<file path="src/rtl/ext_pwrgate_pkg.sv">
// Shared types and helpers for the external power-gate sequencer.
// The sequencer FSM states and the cycle-counter sizing live here.
package ext_pwrgate_pkg;

  typedef enum logic [3:0] {
    IDLE,
    OFF_ISO,
    OFF_RST,
    OFF_SW,
    ON_SW,
    ON_SETTLE,
    ON_RST,
    ON_ISO,
    DONE
  } pg_state_e;

  // A cycle count of 0 behaves as a single cycle.
  function automatic int eff_cycles(input int v);
    return (v < 1) ? 1 : v;
  endfunction

  function automatic int cnt_width(input int iso, input int settle, input int timeout);
    int m;
    m = eff_cycles(iso);
    if (eff_cycles(settle) > m) m = eff_cycles(settle);
    if (eff_cycles(timeout) > m) m = eff_cycles(timeout);
    return $clog2(m + 1);
  endfunction

endpackage

</file>
<file path="src/rtl/ext_pwrgate_sched_if.sv">
// Pin bundle between the power-manager side and the domain switch/iso pins.
// The master drives requests and models the switch-cell ack; the slave is the sequencer.
interface ext_pwrgate_sched_if #(
  parameter int N_DOMAINS = 4
);

  logic [N_DOMAINS-1:0] target_on_i;
  logic [N_DOMAINS-1:0] err_clear_i;
  logic [N_DOMAINS-1:0] switch_ack_i;
  logic [N_DOMAINS-1:0] switch_o;
  logic [N_DOMAINS-1:0] iso_o;
  logic [N_DOMAINS-1:0] domain_rst_no;
  logic [N_DOMAINS-1:0] status_on_o;
  logic [N_DOMAINS-1:0] err_o;
  logic                 busy_o;

  modport master (
    output target_on_i, err_clear_i, switch_ack_i,
    input  switch_o, iso_o, domain_rst_no, status_on_o, err_o, busy_o
  );

  modport slave (
    input  target_on_i, err_clear_i, switch_ack_i,
    output switch_o, iso_o, domain_rst_no, status_on_o, err_o, busy_o
  );

endinterface

</file>
<file path="src/rtl/ext_pwrgate_sched_rr_pick.sv">
// Round-robin first-set-bit finder: scans req_i starting at ptr_i with wrap-around.
module pg_rr_pick #(
  parameter  int N  = 4,
  localparam int IW = (N > 1) ? $clog2(N) : 1
) (
  input  logic [N-1:0]  req_i,
  input  logic [IW-1:0] ptr_i,
  output logic          valid_o,
  output logic [IW-1:0] idx_o
);

  // NOTE: every output of a combinational block gets a default before any
  // conditional assignment, otherwise a latch is inferred for the hold case.
  always_comb begin
    valid_o = 1'b0;
    idx_o   = '0;
    for (int i = 0; i < N; i++) begin
      if (!valid_o && req_i[(int'(ptr_i) + i) % N]) begin
        valid_o = 1'b1;
        idx_o   = IW'((int'(ptr_i) + i) % N);
      end
    end
  end

endmodule

</file>
<file path="src/rtl/ext_pwrgate_sched.sv">
// Power-gate sequencer: serves one domain at a time, round-robin, driving
// switch / isolation / domain reset in a safe order and waiting on the switch ack.
module ext_pwrgate_sched
  import ext_pwrgate_pkg::*;
#(
  parameter int N_DOMAINS      = 4,
  parameter int ISO_CYCLES     = 2,
  parameter int SETTLE_CYCLES  = 4,
  parameter int TIMEOUT_CYCLES = 64
) (
  input  logic                clk_i,
  input  logic                rst_i,
  ext_pwrgate_sched_if.slave  pg
);

  localparam int IDX_W = (N_DOMAINS > 1) ? $clog2(N_DOMAINS) : 1;
  localparam int CNT_W = cnt_width(ISO_CYCLES, SETTLE_CYCLES, TIMEOUT_CYCLES);

  localparam logic [CNT_W-1:0] ISO_LAST    = CNT_W'(eff_cycles(ISO_CYCLES) - 1);
  localparam logic [CNT_W-1:0] SETTLE_LAST = CNT_W'(eff_cycles(SETTLE_CYCLES) - 1);
  localparam logic [CNT_W-1:0] TO_LAST     = CNT_W'(eff_cycles(TIMEOUT_CYCLES) - 1);

  pg_state_e            state_q, state_d;
  logic [IDX_W-1:0]     cur_q, cur_d;
  logic [IDX_W-1:0]     rr_q, rr_d;
  logic [CNT_W-1:0]     cnt_q, cnt_d;
  logic [N_DOMAINS-1:0] switch_q, switch_d;
  logic [N_DOMAINS-1:0] iso_q, iso_d;
  logic [N_DOMAINS-1:0] rst_n_q, rst_n_d;
  logic [N_DOMAINS-1:0] status_q, status_d;
  logic [N_DOMAINS-1:0] err_q, err_d;
  logic [N_DOMAINS-1:0] ack_meta_q, ack_s_q;

  logic [N_DOMAINS-1:0] cand;
  logic                 pick_valid;
  logic [IDX_W-1:0]     pick_idx;
  logic                 ack_cur;

  // Two-flop synchroniser per ack bit; the raw ack is never used elsewhere.
  always_ff @(posedge clk_i) begin
    if (rst_i) begin
      ack_meta_q <= '0;
      ack_s_q    <= '0;
    end else begin
      ack_meta_q <= pg.switch_ack_i;
      ack_s_q    <= ack_meta_q;
    end
  end

  assign cand    = (pg.target_on_i ^ status_q) & ~err_q;
  assign ack_cur = ack_s_q[cur_q];

  pg_rr_pick #(.N(N_DOMAINS)) u_pick (
    .req_i   (cand),
    .ptr_i   (rr_q),
    .valid_o (pick_valid),
    .idx_o   (pick_idx)
  );

  always_comb begin
    state_d  = state_q;
    cur_d    = cur_q;
    rr_d     = rr_q;
    cnt_d    = cnt_q;
    switch_d = switch_q;
    iso_d    = iso_q;
    rst_n_d  = rst_n_q;
    status_d = status_q;
    // A clear pulse coinciding with a new timeout loses: the set below overrides.
    err_d    = err_q & ~pg.err_clear_i;

    unique case (state_q)
      IDLE: begin
        if (pick_valid) begin
          cur_d = pick_idx;
          cnt_d = '0;
          if (pg.target_on_i[pick_idx]) begin
            state_d            = ON_SW;
            switch_d[pick_idx] = 1'b1;
          end else begin
            state_d            = OFF_ISO;
            iso_d[pick_idx]    = 1'b1;
            status_d[pick_idx] = 1'b0;
          end
        end
      end
      OFF_ISO: begin
        if (cnt_q == ISO_LAST) begin
          state_d        = OFF_RST;
          rst_n_d[cur_q] = 1'b0;
          cnt_d          = '0;
        end else begin
          cnt_d = cnt_q + CNT_W'(1);
        end
      end
      OFF_RST: begin
        state_d         = OFF_SW;
        switch_d[cur_q] = 1'b0;
        cnt_d           = '0;
      end
      OFF_SW: begin
        if (!ack_cur) begin
          state_d = DONE;
        end else if (cnt_q == TO_LAST) begin
          state_d      = DONE;
          err_d[cur_q] = 1'b1;
        end else begin
          cnt_d = cnt_q + CNT_W'(1);
        end
      end
      ON_SW: begin
        if (ack_cur) begin
          state_d = ON_SETTLE;
          cnt_d   = '0;
        end else if (cnt_q == TO_LAST) begin
          // Give up: back to the fully-off configuration and flag the domain.
          state_d         = DONE;
          err_d[cur_q]    = 1'b1;
          switch_d[cur_q] = 1'b0;
        end else begin
          cnt_d = cnt_q + CNT_W'(1);
        end
      end
      ON_SETTLE: begin
        if (cnt_q == SETTLE_LAST) begin
          state_d        = ON_RST;
          rst_n_d[cur_q] = 1'b1;
        end else begin
          cnt_d = cnt_q + CNT_W'(1);
        end
      end
      ON_RST: begin
        state_d         = ON_ISO;
        iso_d[cur_q]    = 1'b0;
        status_d[cur_q] = 1'b1;
      end
      ON_ISO: begin
        state_d = DONE;
      end
      DONE: begin
        state_d = IDLE;
        cnt_d   = '0;
        rr_d    = (int'(cur_q) == N_DOMAINS - 1) ? '0 : cur_q + IDX_W'(1);
      end
      default: begin
        state_d = IDLE;
      end
    endcase
  end

  // NOTE: sequential state uses non-blocking assignments so every flop samples
  // pre-edge values regardless of block ordering.
  always_ff @(posedge clk_i) begin
    if (rst_i) begin
      state_q  <= IDLE;
      cur_q    <= '0;
      rr_q     <= '0;
      cnt_q    <= '0;
      switch_q <= '0;
      iso_q    <= '1;
      rst_n_q  <= '0;
      status_q <= '0;
      err_q    <= '0;
    end else begin
      state_q  <= state_d;
      cur_q    <= cur_d;
      rr_q     <= rr_d;
      cnt_q    <= cnt_d;
      switch_q <= switch_d;
      iso_q    <= iso_d;
      rst_n_q  <= rst_n_d;
      status_q <= status_d;
      err_q    <= err_d;
    end
  end

  assign pg.switch_o      = switch_q;
  assign pg.iso_o         = iso_q;
  assign pg.domain_rst_no = rst_n_q;
  assign pg.status_on_o   = status_q;
  assign pg.err_o         = err_q;
  assign pg.busy_o        = (state_q != IDLE);

endmodule

</file>
<file path="src/flat_wrapper.sv">
// flat-port wrapper written by rule: the top's interface ports become plain ports
module ext_pwrgate_sched_flat import ext_pwrgate_pkg::*;
#(
  parameter int N_DOMAINS      = 4,
  parameter int ISO_CYCLES     = 2,
  parameter int SETTLE_CYCLES  = 4,
  parameter int TIMEOUT_CYCLES = 64
)
  (clk_i, rst_i, pg_target_on_i, pg_err_clear_i, pg_switch_ack_i, pg_switch_o, pg_iso_o, pg_domain_rst_no, pg_status_on_o, pg_err_o, pg_busy_o);
  ext_pwrgate_sched_if #(.N_DOMAINS(N_DOMAINS)) pg_i ();
  input  logic clk_i;
  input  logic rst_i;
  input wire logic [$bits(pg_i.target_on_i)-1:0] pg_target_on_i;
  input wire logic [$bits(pg_i.err_clear_i)-1:0] pg_err_clear_i;
  input wire logic [$bits(pg_i.switch_ack_i)-1:0] pg_switch_ack_i;
  output wire logic [$bits(pg_i.switch_o)-1:0] pg_switch_o;
  output wire logic [$bits(pg_i.iso_o)-1:0] pg_iso_o;
  output wire logic [$bits(pg_i.domain_rst_no)-1:0] pg_domain_rst_no;
  output wire logic [$bits(pg_i.status_on_o)-1:0] pg_status_on_o;
  output wire logic [$bits(pg_i.err_o)-1:0] pg_err_o;
  output wire logic [$bits(pg_i.busy_o)-1:0] pg_busy_o;
  assign pg_i.target_on_i = pg_target_on_i;
  assign pg_i.err_clear_i = pg_err_clear_i;
  assign pg_i.switch_ack_i = pg_switch_ack_i;
  assign pg_switch_o = pg_i.switch_o;
  assign pg_iso_o = pg_i.iso_o;
  assign pg_domain_rst_no = pg_i.domain_rst_no;
  assign pg_status_on_o = pg_i.status_on_o;
  assign pg_err_o = pg_i.err_o;
  assign pg_busy_o = pg_i.busy_o;
  ext_pwrgate_sched #(.N_DOMAINS(N_DOMAINS), .ISO_CYCLES(ISO_CYCLES), .SETTLE_CYCLES(SETTLE_CYCLES), .TIMEOUT_CYCLES(TIMEOUT_CYCLES)) u_core (.clk_i(clk_i), .rst_i(rst_i), .pg(pg_i));
endmodule
</file>
<file path="config.mk">
export PLATFORM = sky130hd
export DESIGN_NAME = ext_pwrgate_sched_flat
export DESIGN_NICKNAME = d
export VERILOG_FILES = /design/src/rtl/ext_pwrgate_pkg.sv /design/src/rtl/ext_pwrgate_sched_if.sv /design/src/rtl/ext_pwrgate_sched_rr_pick.sv /design/src/rtl/ext_pwrgate_sched.sv /design/src/flat_wrapper.sv
export SDC_FILE = /design/constraint.sdc
export NUM_CORES = 1
export LEC_CHECK = 0
export ABC_AREA = 1
export CELL_PAD_IN_SITES_DETAIL_PLACEMENT = 1
export CELL_PAD_IN_SITES_GLOBAL_PLACEMENT = 1
export CORE_UTILIZATION = 39
export CTS_BUF_LIST = sky130_fd_sc_hd__clkbuf_4 sky130_fd_sc_hd__clkbuf_8 sky130_fd_sc_hd__clkbuf_16
export CTS_CLUSTER_DIAMETER = 120
export DETAILED_ROUTE_END_ITERATION = 16
export PLACE_DENSITY = 0.87
export RECOVER_POWER = 25
export SLEW_MARGIN = 20
export SYNTH_ARGS = -nofsm -noshare
export SYNTH_HDL_FRONTEND = slang
export SYNTH_HIERARCHICAL = 1
export SYNTH_SLANG_ARGS = --single-unit
</file>
<file path="constraint.sdc">
create_clock -name clk_i -period 2.9 [get_ports clk_i]
set_clock_uncertainty 0.2 [all_clocks]
set_input_delay 0.58 -clock clk_i [delete_from_list [all_inputs] [get_ports clk_i]]
set_output_delay 0.58 -clock clk_i [all_outputs]
set_load 0.02 [all_outputs]
</file>
==> metrics.md <==
| Metric | Value |
|---|---|
| Global route overflow | `0` |
| Clock Latency Late Sink | `0.29 ns` |
| Initial core utilization | `between 40% and 50%` |
| Crit-path cells | `dlygate4sd2_1 -> xnor2_1 -> nor2_1 -> inv_1 -> nand2_1 -> nand3_2 -> nand2_4 -> nor2_2 -> nor2_2 -> nand2_1 -> nand2_1 -> inv_2 -> o21ai_2 -> nand2_2 -> buf_4 -> buf_4 -> nand2_1 -> nand2_1 -> nand3_1 -> nand2_1 -> a21oi_1` |
| Layout Nets | `502` |
| Final setup vio count | `2` |
| DRT Wirelength | `about 9600 µm` |
| Vias in the first global route | `between 3,000 and 4,000` |
| Critical Path End Type | `flip-flop` |
| Mapped Area | `2750 µm²` |
| Peak VDD IR | `between 300 and 400 µV` |
| Worst path bufs/invs | `5` |
| Post-route ant nets | `0` |
| Die span in y | `approximately 86 µm` |
| Root buffer cell | `clkbuf_8` |
| Worst Path Max Fanout | `5` |
| TritonCTS clock tree | `done` |
| Antenna diode count | `0` |
| Avg Synthesized Cell Area | `6.45 µm²` |
| Pwr/cell area | `671 nW/µm²` |
| Fin crit share | `103%` |
| CTS buffer count | `5` |
| Fin area | `approximately 3500 µm²` |
| Final hold viol count | `0` |
| Syn-to-layout area delta | `26.9%` |
| Worst setup path class | `primary input to flip-flop` |
| Pleak | `~1.6 nW` |
| Initial antenna violation count | `0` |
| Ys Warns | `6` |
| Fill count | `between 800 and 900` |
| RePlAce Congestion | `a little over 0.8` |
| Combinational power share | `51.1%` |
| Slew Viols, Final | `0` |
| Avg WL per Cell | `about 17 µm` |
| Fmax | `336 MHz` |
| CTS sink count | `43` |
| CP dominant cell by count | `nand2_1` |
| Vias | `around 3,000` |
| Largest net degree at the start of global routing | `30` |
| Die width | `~86 µm` |
| Min cycle time layout | `~3.0 ns` |
| #FFs+latches synth | `43` |
| PortBufs | `34` |
| DR DRC count | `0` |
| MaxCap Viol Count | `0` |
| WP data required | `2.93 ns` |
| Hold crit path type | `flip-flop to flip-flop` |
| CP Launch Type | `primary input` |
| Worst Slack Setup Final | `-0.0785 ns` |
| DP Area | `3310 µm²` |
| Actual slew at the worst max-slew pin | `roughly 0.66 ns` |
| Distinct cells, synth | `32` |
| Clock network power share | `around 18%` |
| DR pass1 iterations | `4` |
| Reg power frac | `30.9%` |
| CP arrival | `around 3 ns` |
| Die footprint | `7380 µm²` |
| Sw power | `~1.1 mW` |
| Sequential fraction of the synthesis area | `31.3%` |
| Net Count, Synth | `446` |
| Final Util | `roughly 50%` |
| Iter 0 DRT Violations | `roughly 160` |
| GRT Total Usage | `between 20% and 30%` |
| CTS clk-pin slew, worst paths | `around 0.090 ns` |
| Top delay family on crit path | `simple AND/OR/NAND/NOR gates` |
| # H-tree levels | `2` |
| Post-DP HPWL | `6570 µm` |
| Vias/cell | `a little over 5` |
| Global-route wire length before repair | `~14,000 µm` |
| Internal power | `about 1.3 mW` |
| Core ar. | `between 6000 and 7000 µm²` |
| Switching share of power | `about 46%` |
| Slowest cell delay on critical path | `0.26 ns` |
| Share of cells above drive strength 1 | `a little over a fifth` |
| Max-slew headroom | `55.6%` |
| Most frequent cells in the layout | `102 x nand2_1, 50 x nor2_1, 49 x inv_1` |
| CTS max path bufs | `2` |
| Commonest non-fill, non-tap cell in the layout | `nand2_1` |
| Post-Synthesis Cells | `approximately 430` |
| Outcome | `complete, but fails checks` |
| Pre-CTS setup slack | `-0.441 ns` |
| I/O Pins | `35` |
| Site row count | `30` |
| Slowest CP cell | `dlygate4sd2_1` |
| Failing checks | `setup timing` |
[power by group through the flow]
stage,clock (mW),combinational [mW],sequential (mW)
5_1_grt,0.455,1.29,0.732
2_1_floorplan,0,0.745,0.736
4_1_cts,0.431,1.13,0.721
3_5_place_dp,0,1.10,0.735
6_report,0.421,1.19,0.724
3_3_place_gp,0,1.06,0.730
[cell families (layout without fill, tap and decap cells)]
group           count (synthesis)  count (layout)  share of synthesized area (%)
flops                          43              43                           31.3
compound gates                 55              55                           10.8
fa+ha+maj                       6               6                           2.73
buf+inv                        71             128                           10.5
simple gates                  245             245                           42.7
xor+xnor                        6               6                           1.91
[worst reg2reg max path, cell delays in order (launching register included)]
cell     delay (ns)
dfxtp_1        0.41
xnor2_1        0.14
nor2_1         0.08
inv_1          0.09
nand2_1        0.11
nand3_2        0.13
nand2_4        0.08
nor2_4         0.13
nand3_2        0.08
nand2_1        0.08
nand2_1        0.08
inv_2          0.14
nand2_2        0.09
o21ai_2        0.08
nand2_2        0.10
buf_4          0.15
buf_4          0.13
nand2_1        0.09
nand2_1        0.07
nand3_1        0.12
nand2_1        0.07
a21oi_1        0.12
[flip-flops by register name, summed over array words and instances, names as in the netlist, named ones only]
| register | cells |
|---|---|
| u_core/pg.switch_o | 4 |
| u_core/ack_meta_q | 4 |
| u_core/pg.iso_o | 4 |
| u_core/cur_q | 2 |
| u_core/cnt_q | 7 |
| u_core/ack_s_q | 4 |
| u_core/pg.status_on_o | 4 |
| u_core/state_q | 4 |
| u_core/rr_q | 2 |
| u_core/pg.err_o | 4 |
[cells in the mapped netlist, drive strengths merged]
| cell type | instances | area [µm²] |
|---|---|---|
| buf | 4 | 37.5 |
| clkbuf | 3 | 11.3 |
| a21oi | 23 | 119 |
| nand3 | 38 | 238 |
| xnor2 | 4 | 35.0 |
| o2111ai | 1 | 8.76 |
| o21ai | 27 | 139 |
| xor2 | 2 | 17.5 |
| ha | 6 | 75.1 |
| nand3b | 2 | 15.0 |
| o31ai | 1 | 7.51 |
| dfxtp | 43 | 861 |
| o21bai | 2 | 15.0 |
| inv | 64 | 240 |
| nand2 | 130 | 551 |
| nor3b | 1 | 7.51 |
| nand4 | 4 | 25.0 |
| nor3 | 5 | 25.0 |
| nor2 | 65 | 313 |
| a31oi | 1 | 6.26 |
[worst paths after layout]
kind,from,to,slack [ns],depth (start not counted)
max,pg_target_on_i[0],u_core/state_q[2]$_SDFFE_PP0P_,-0.08,21
min,u_core/ack_meta_q[1]$_SDFF_PP0_,u_core/ack_s_q[1]$_SDFF_PP0_,0.21,2
max reg2reg,u_core/pg.status_on_o[0]$_SDFFE_PP0P_,u_core/state_q[2]$_SDFFE_PP0P_,0.07,21
min reg2reg,u_core/ack_meta_q[1]$_SDFF_PP0_,u_core/ack_s_q[1]$_SDFF_PP0_,0.21,2
[routing by layer]
metal,part of all wire [%],global-route usage (%),vias to the layer above
li1,-,-,1440
met1,44,30.1,1447
met2,49,42.0,95
met3,4.4,3.95,28
met4,3.2,10.5,0
met5,0,0,-
[per-stage QoR]
stage / setup TNS (ns) / hold WS (ns) / instances / power [mW]
finish: -0.0893 / 0.211 / 579 / 2.34
global route: -0.801 / 0.231 / 579 / 2.48
global placement: -3.57 / 0.192 / 567 / 1.79
detailed placement: -6.50 / 0.201 / 567 / 1.83
CTS: 0 / 0.214 / 577 / 2.28
floorplan: 0 / 0.188 / 426 / 1.48
[area by class of cell]
type                       instances  area (µm²)  share of cell area, %
clock buffer                       6        82.6                   2.37
tap                               96         120                   3.45
timing repair buffer              56         514                   14.8
sequential                        43         861                   24.7
multi-input combinational        312        1650                   47.4
clock inverter                     2        16.3                  0.467
inverter                          64         240                   6.89
[timing repair]
action	in CTS	in global routing
setup endpoints to repair	14	14
hold buffers	0	0
gates resized for setup	12	18
buffers inserted	2	2
pin swaps	10	13
gates cloned	0	0
Note: power is estimated with default switching activity, not from simulation.
